--- config.mk ---
export PLATFORM = sky130hd
export DESIGN_NAME = wb_select_stage
export DESIGN_NICKNAME = d
export VERILOG_FILES = /design/src/rtl/wb_pkg.sv /design/src/rtl/wb_load_ext.sv /design/src/rtl/wb_select_stage.sv
export SDC_FILE = /design/constraint.sdc
export NUM_CORES = 1
export LEC_CHECK = 0
export CAP_MARGIN = 25
export CORE_MARGIN = 10
export CORE_UTILIZATION = 40
export CTS_CLUSTER_SIZE = 8
export DETAILED_ROUTE_END_ITERATION = 10
export GPL_ROUTABILITY_DRIVEN = 0
export GPL_TIMING_DRIVEN = 0
export PLACE_DENSITY = 0.72
export SLEW_MARGIN = 20
export SYNTH_ARGS = -nofsm -noshare
export SYNTH_HDL_FRONTEND = slang
export SYNTH_HIERARCHICAL = 1
export SYNTH_SLANG_ARGS = --single-unit
--- constraint.sdc ---
create_clock -name clk -period 4 [get_ports clk]
set_input_delay 0.8 -clock clk [delete_from_list [all_inputs] [get_ports clk]]
set_output_delay 0.8 -clock clk [all_outputs]
set_load 0.02 [all_outputs]
--- src/rtl/wb_pkg.sv ---
// Shared types and constants for the writeback-select stage.
package wb_pkg;

    typedef enum logic [1:0] {
        SRC_ALU  = 2'd0,
        SRC_MEM  = 2'd1,
        SRC_LINK = 2'd2,
        SRC_IMM  = 2'd3
    } src_e;

    // Encoding 3 is left undefined on purpose: it behaves as LD_WORD.
    typedef enum logic [1:0] {
        LD_WORD   = 2'd0,
        LD_BYTE_U = 2'd1,
        LD_BYTE_S = 2'd2
    } ld_mode_e;

    typedef enum logic {
        RUN      = 1'b0,
        WAIT_MEM = 1'b1
    } state_e;

    localparam int STALL_CNT_W = 16;

endpackage

--- src/rtl/wb_load_ext.sv ---
// Byte-lane select and zero/sign extension of memory read data.
module wb_load_ext
    import wb_pkg::*;
#(
    parameter  int DATA_W = 16,
    localparam int SEL_W  = $clog2(DATA_W / 8)
) (
    input  logic [DATA_W-1:0] data,
    input  logic [1:0]        mode,
    input  logic [SEL_W-1:0]  sel,
    output logic [DATA_W-1:0] ext
);

    logic [7:0] lane;

    assign lane = data[8*sel +: 8];

    // NOTE: ext is written on every path (default arm), so no latch is inferred.
    always_comb begin
        case (ld_mode_e'(mode))
            LD_BYTE_U: ext = {{(DATA_W-8){1'b0}}, lane};
            LD_BYTE_S: ext = {{(DATA_W-8){lane[7]}}, lane};
            default:   ext = data;
        endcase
    end

endmodule

--- src/rtl/wb_select_stage.sv ---
// Writeback stage: selects ALU/MEM/LINK/IMM result, stalls on late load data,
// and guards the stall with a watchdog and a saturating stall counter.
module wb_select_stage
    import wb_pkg::*;
#(
    parameter  int DATA_W     = 16,
    parameter  int REG_ADDR_W = 4,
    parameter  int TIMEOUT    = 255,
    localparam int SEL_W      = $clog2(DATA_W / 8)
) (
    input  logic                   clk,
    input  logic                   rst,
    input  logic                   in_valid,
    output logic                   in_ready,
    input  logic [1:0]             in_src,
    input  logic [1:0]             in_ld_mode,
    input  logic [SEL_W-1:0]       in_byte_sel,
    input  logic [REG_ADDR_W-1:0]  in_rd,
    input  logic                   in_we,
    input  logic [DATA_W-1:0]      alu_result,
    input  logic [DATA_W-1:0]      link_value,
    input  logic [DATA_W-1:0]      imm_value,
    input  logic [DATA_W-1:0]      mem_rdata,
    input  logic                   mem_rvalid,
    input  logic                   flush,
    output logic                   wb_valid,
    output logic                   wb_we,
    output logic [REG_ADDR_W-1:0]  wb_rd,
    output logic [DATA_W-1:0]      wb_data,
    output logic                   timeout_err,
    output logic [STALL_CNT_W-1:0] stall_cycles
);

    localparam int WD_W = $clog2(TIMEOUT + 1);
    localparam logic [WD_W-1:0] WD_LAST = WD_W'(TIMEOUT - 1);

    state_e                  state, next_state;
    logic [WD_W-1:0]         wd_cnt;
    logic [REG_ADDR_W-1:0]   pend_rd;
    logic                    pend_we;
    logic [1:0]              pend_mode;
    logic [SEL_W-1:0]        pend_sel;

    logic                    do_wb, do_latch, wd_inc, err_set;
    logic [1:0]              ext_mode;
    logic [SEL_W-1:0]        ext_sel;
    logic [DATA_W-1:0]       mem_ext, wb_data_nxt;

    // One extender serves both the same-cycle and the post-stall capture.
    assign ext_mode = (state == WAIT_MEM) ? pend_mode : in_ld_mode;
    assign ext_sel  = (state == WAIT_MEM) ? pend_sel  : in_byte_sel;

    wb_load_ext #(.DATA_W(DATA_W)) u_load_ext (
        .data (mem_rdata),
        .mode (ext_mode),
        .sel  (ext_sel),
        .ext  (mem_ext)
    );

    always_comb begin
        next_state = state;
        in_ready   = 1'b0;
        do_wb      = 1'b0;
        do_latch   = 1'b0;
        wd_inc     = 1'b0;
        err_set    = 1'b0;
        case (state)
            RUN: begin
                in_ready = !flush;
                if (in_valid && !flush) begin
                    if (src_e'(in_src) == SRC_MEM && !mem_rvalid) begin
                        do_latch   = 1'b1;
                        next_state = WAIT_MEM;
                    end else begin
                        do_wb = 1'b1;
                    end
                end
            end
            WAIT_MEM: begin
                // flush outranks both arriving data and watchdog expiry
                if (flush) begin
                    next_state = RUN;
                end else if (mem_rvalid) begin
                    do_wb      = 1'b1;
                    next_state = RUN;
                end else begin
                    wd_inc = 1'b1;
                    if (wd_cnt == WD_LAST) begin
                        err_set    = 1'b1;
                        next_state = RUN;
                    end
                end
            end
            default: next_state = RUN;
        endcase
    end

    always_comb begin
        wb_data_nxt = mem_ext;
        if (state == RUN) begin
            case (src_e'(in_src))
                SRC_ALU:  wb_data_nxt = alu_result;
                SRC_LINK: wb_data_nxt = link_value;
                SRC_IMM:  wb_data_nxt = imm_value;
                default:  wb_data_nxt = mem_ext;
            endcase
        end
    end

    // NOTE: all sequential state uses non-blocking assignments to avoid
    // simulation races between processes sampling on the same edge.
    always_ff @(posedge clk or posedge rst) begin
        if (rst) state <= RUN;
        else     state <= next_state;
    end

    always_ff @(posedge clk or posedge rst) begin
        if (rst) begin
            wb_valid     <= 1'b0;
            wb_we        <= 1'b0;
            wb_rd        <= '0;
            wb_data      <= '0;
            timeout_err  <= 1'b0;
            stall_cycles <= '0;
            wd_cnt       <= '0;
            pend_rd      <= '0;
            pend_we      <= 1'b0;
            pend_mode    <= '0;
            pend_sel     <= '0;
        end else begin
            wb_valid <= do_wb;
            if (do_wb) begin
                wb_data <= wb_data_nxt;
                wb_rd   <= (state == WAIT_MEM) ? pend_rd : in_rd;
                wb_we   <= (state == WAIT_MEM) ? pend_we : in_we;
            end
            if (do_latch) begin
                pend_rd   <= in_rd;
                pend_we   <= in_we;
                pend_mode <= in_ld_mode;
                pend_sel  <= in_byte_sel;
                wd_cnt    <= '0;
            end
            if (wd_inc) begin
                wd_cnt <= wd_cnt + 1'b1;
                if (stall_cycles != '1) stall_cycles <= stall_cycles + 1'b1;
            end
            if (err_set) timeout_err <= 1'b1;
        end
    end

endmodule

==> out/results.txt <==
R2R setup slack - 1.25 ns
Worst Hold Endpoint - timeout_err
Worst path slowest cell - clkdlybuf4s50_1
Setup crit end kind - primary output
RSZ-0062 raised after global routing - no
worst slack, placed - 0.989 ns
synth warn - 6
GR peak layer - met2
number of detailed-route iterations in the first pass - 6
grt ovf - 0
CP max stage delay - 0.65 ns
post-CTS sizing - 0
final net count - 535
worst slew pin tran - 0.681 ns
cts hold-fix bufs - 0
htree depth - 2
Crit path max-delay family - buffers and inverters
ys flop type - dfrtp_1
DIE AREA - 12700 µm²
Post-synth EDFFs - 0
hpwl dp - 8220 µm
Layout area overhead - 40.6%
status - completed
chip width - 113 µm
Port Buffer Count - 116
share of synthesized area occupied by flip-flops and latches - 40.6%
CP startpoint kind - input port
fill count - 724
met1 usage - 19.5%
met3 usage in global routing - 5.23%
Buf/Inv on CP - 2
drt total wl - 10400 µm
post-route cell area - 4850 µm²
DRC errors left - 0
Crit path arrival time - 2.24 ns
Final ANT Viol Nets - 0
# rows - 33
syn avg cell area - 10.5 µm²
R2R depth - 9
Post-synth ARST share - 100%
CP Depth - 3
final antenna diode count - 0
Setup violations, final - 0
number of global-route vias before repair - 3059
clock buffer count from CTS - 5
setup tns final - 0 ns
Cell Area, Synth - 3450 µm²
initial antenna violation count - 0
synth unique cells - 54
WHS - 0.470 ns
Req. time, crit path - 3.20 ns
Hold Startpoint - timeout_err
maximum clock frequency - 328 MHz
r2r endpoint - wb_data[15]
Area after DPL - 4750 µm²
final worst-path cycle share - 76.1%
relative slew slack - 54.6%
max cap viols - 0
Worst VDD drop - 0.161 mV
number of synthesized register bits - 56
Root Buffer - clkbuf_8
critical-path maximum fanout - 6
Ports - 119
net count after synthesis - 412
setup ws final - 0.955 ns
pin count of the biggest net entering global routing - 57
Iter 0 DRT Violations - 150
Vias - 2973
worst hold path stage count - 1
clock sinks - 56
Starting Density - 41.6%
P per Cell Area - 323 nW/µm²
die span in y - 113 µm
crit path kind - input port to primary output
first-pass GRT wire length - 16300 µm
Syn Inst Count - 328
final slew viol count - 0
post-CTS setup buffers - 0
Wirelength per Cell - 18.7 µm
CTS clk-pin slew, worst paths - 0.09 ns
leak pwr - 2.15 nW
Clock Tree Buf Depth - 2
Reg-to-Reg Start - state
core region area - 8300 µm²
worst hold path class - flop to flop
M2 GR Usage - 25.4%
layout cells sized above 1 - 15.7%
CTS tree - done
crit path cell chain - clkdlybuf4s50_1, nor2_1, clkdlybuf4s50_1
total global routing track utilization - 15.5%
fin crit period - 3.04 ns
Crit path top cell by count - clkdlybuf4s50_1
skew final - 0.0165 ns
Via density - 5.34
Clock Latency Late Sink - 0.31 ns
Hold Fails Final Rpt - 0
cell usage after synthesis (5+ instances only):
master / instances / area share [%]
o22ai_1: 16 / 2.9
mux2i_1: 18 / 5.2
inv_1: 24 / 2.6
buf_2: 7 / 1.0
a21o_1: 8 / 1.7
nand4_1: 5 / 0.91
xnor2_1: 9 / 2.3
mux2_2: 32 / 10
nor2b_1: 5 / 0.91
dfrtp_1: 56 / 41
xor2_1: 7 / 1.8
nand2_1: 17 / 1.8
clkbuf_1: 6 / 0.65
nand3_1: 7 / 1.0
nor2_1: 11 / 1.2
o21ai_1: 10 / 1.4
a21oi_1: 7 / 1.0
o21ai_0: 6 / 0.87
ha_1: 5 / 1.8
o22a_1: 16 / 4.1
cell families after synthesis:
logic type      synth area share (%)
compound gates                  17.5
buf+inv                         5.58
xor+xnor                        4.06
fa+ha+maj                       1.81
flops                           40.6
mux                             17.8
simple gates                    12.6
cells in the final DEF, fill, tap and decap left out, drive strengths merged, types with 7 or more instances in the layout:
master and instances:
nand3 9, xor2 7, o22ai 16, clkdlybuf4s50 116, a21oi 8, mux2 38, o21ai 17, buf 12
inv 24, xnor2 9, a21o 8, nand2 17, o22a 16, clkbuf 12, mux2i 18, nor2 13
dfrtp 56
flip-flops by register name (all words and copies together) (netlist names):
signal        cells
wb_data          16
wb_rd             4
state             1
pend_mode         2
timeout_err       1
wb_we             1
pend_sel          1
stall_cycles     16
pend_we           1
wd_cnt            8
wb_valid          1
pend_rd           4
through the flow:
step                utilization, %  power (mW)  std cells
global placement              57.2        1.21        549
CTS                           58.5        1.59        557
detailed placement            57.2        1.22        549
finish                        58.5        1.57        557
floorplan                        -       0.962        328
global route                  58.5        1.66        557
worst max-delay path by stage:
stage | from | slack [ns] | to
finish | flush | 0.96 | in_ready
global placement | rst | 0.81 | wb_data[1]
floorplan | state | 1.69 | wb_data[15]
CTS | flush | 0.99 | in_ready
detailed placement | flush | 0.99 | in_ready
global route | flush | 0.93 | in_ready
where the power goes:
group	internal [mW]	switching [mW]	leakage, nW	total (mW)
clock network	0.186	0.176	0.0552	0.362
logic	0.278	0.238	1.38	0.516
registers	0.643	0.0465	0.712	0.689
total	1.11	0.461	2.15	1.57
final cells by class:
| cell class | instances | area, µm² | share of cell area (%) |
|---|---|---|---|
| clock inverter | 2 | 35.0 | 0.722 |
| timing repair buffer | 116 | 1160 | 23.9 |
| clock buffer | 6 | 72.6 | 1.49 |
| sequential | 56 | 1400 | 28.9 |
| inverter | 24 | 92.6 | 1.91 |
| buffer | 18 | 103 | 2.11 |
| multi-input combinational | 230 | 1860 | 38.3 |
| tap | 105 | 131 | 2.71 |
routing by layer:
layer  share of wire [%]  wire [µm]  up-vias
li1                    -          -     1437
met1                  46       4750     1411
met2                  45       4730      117
met3                 8.1        843        8
met4                0.89         93        0
met5                   0          0        -
Power figures use the tool's default switching activity.
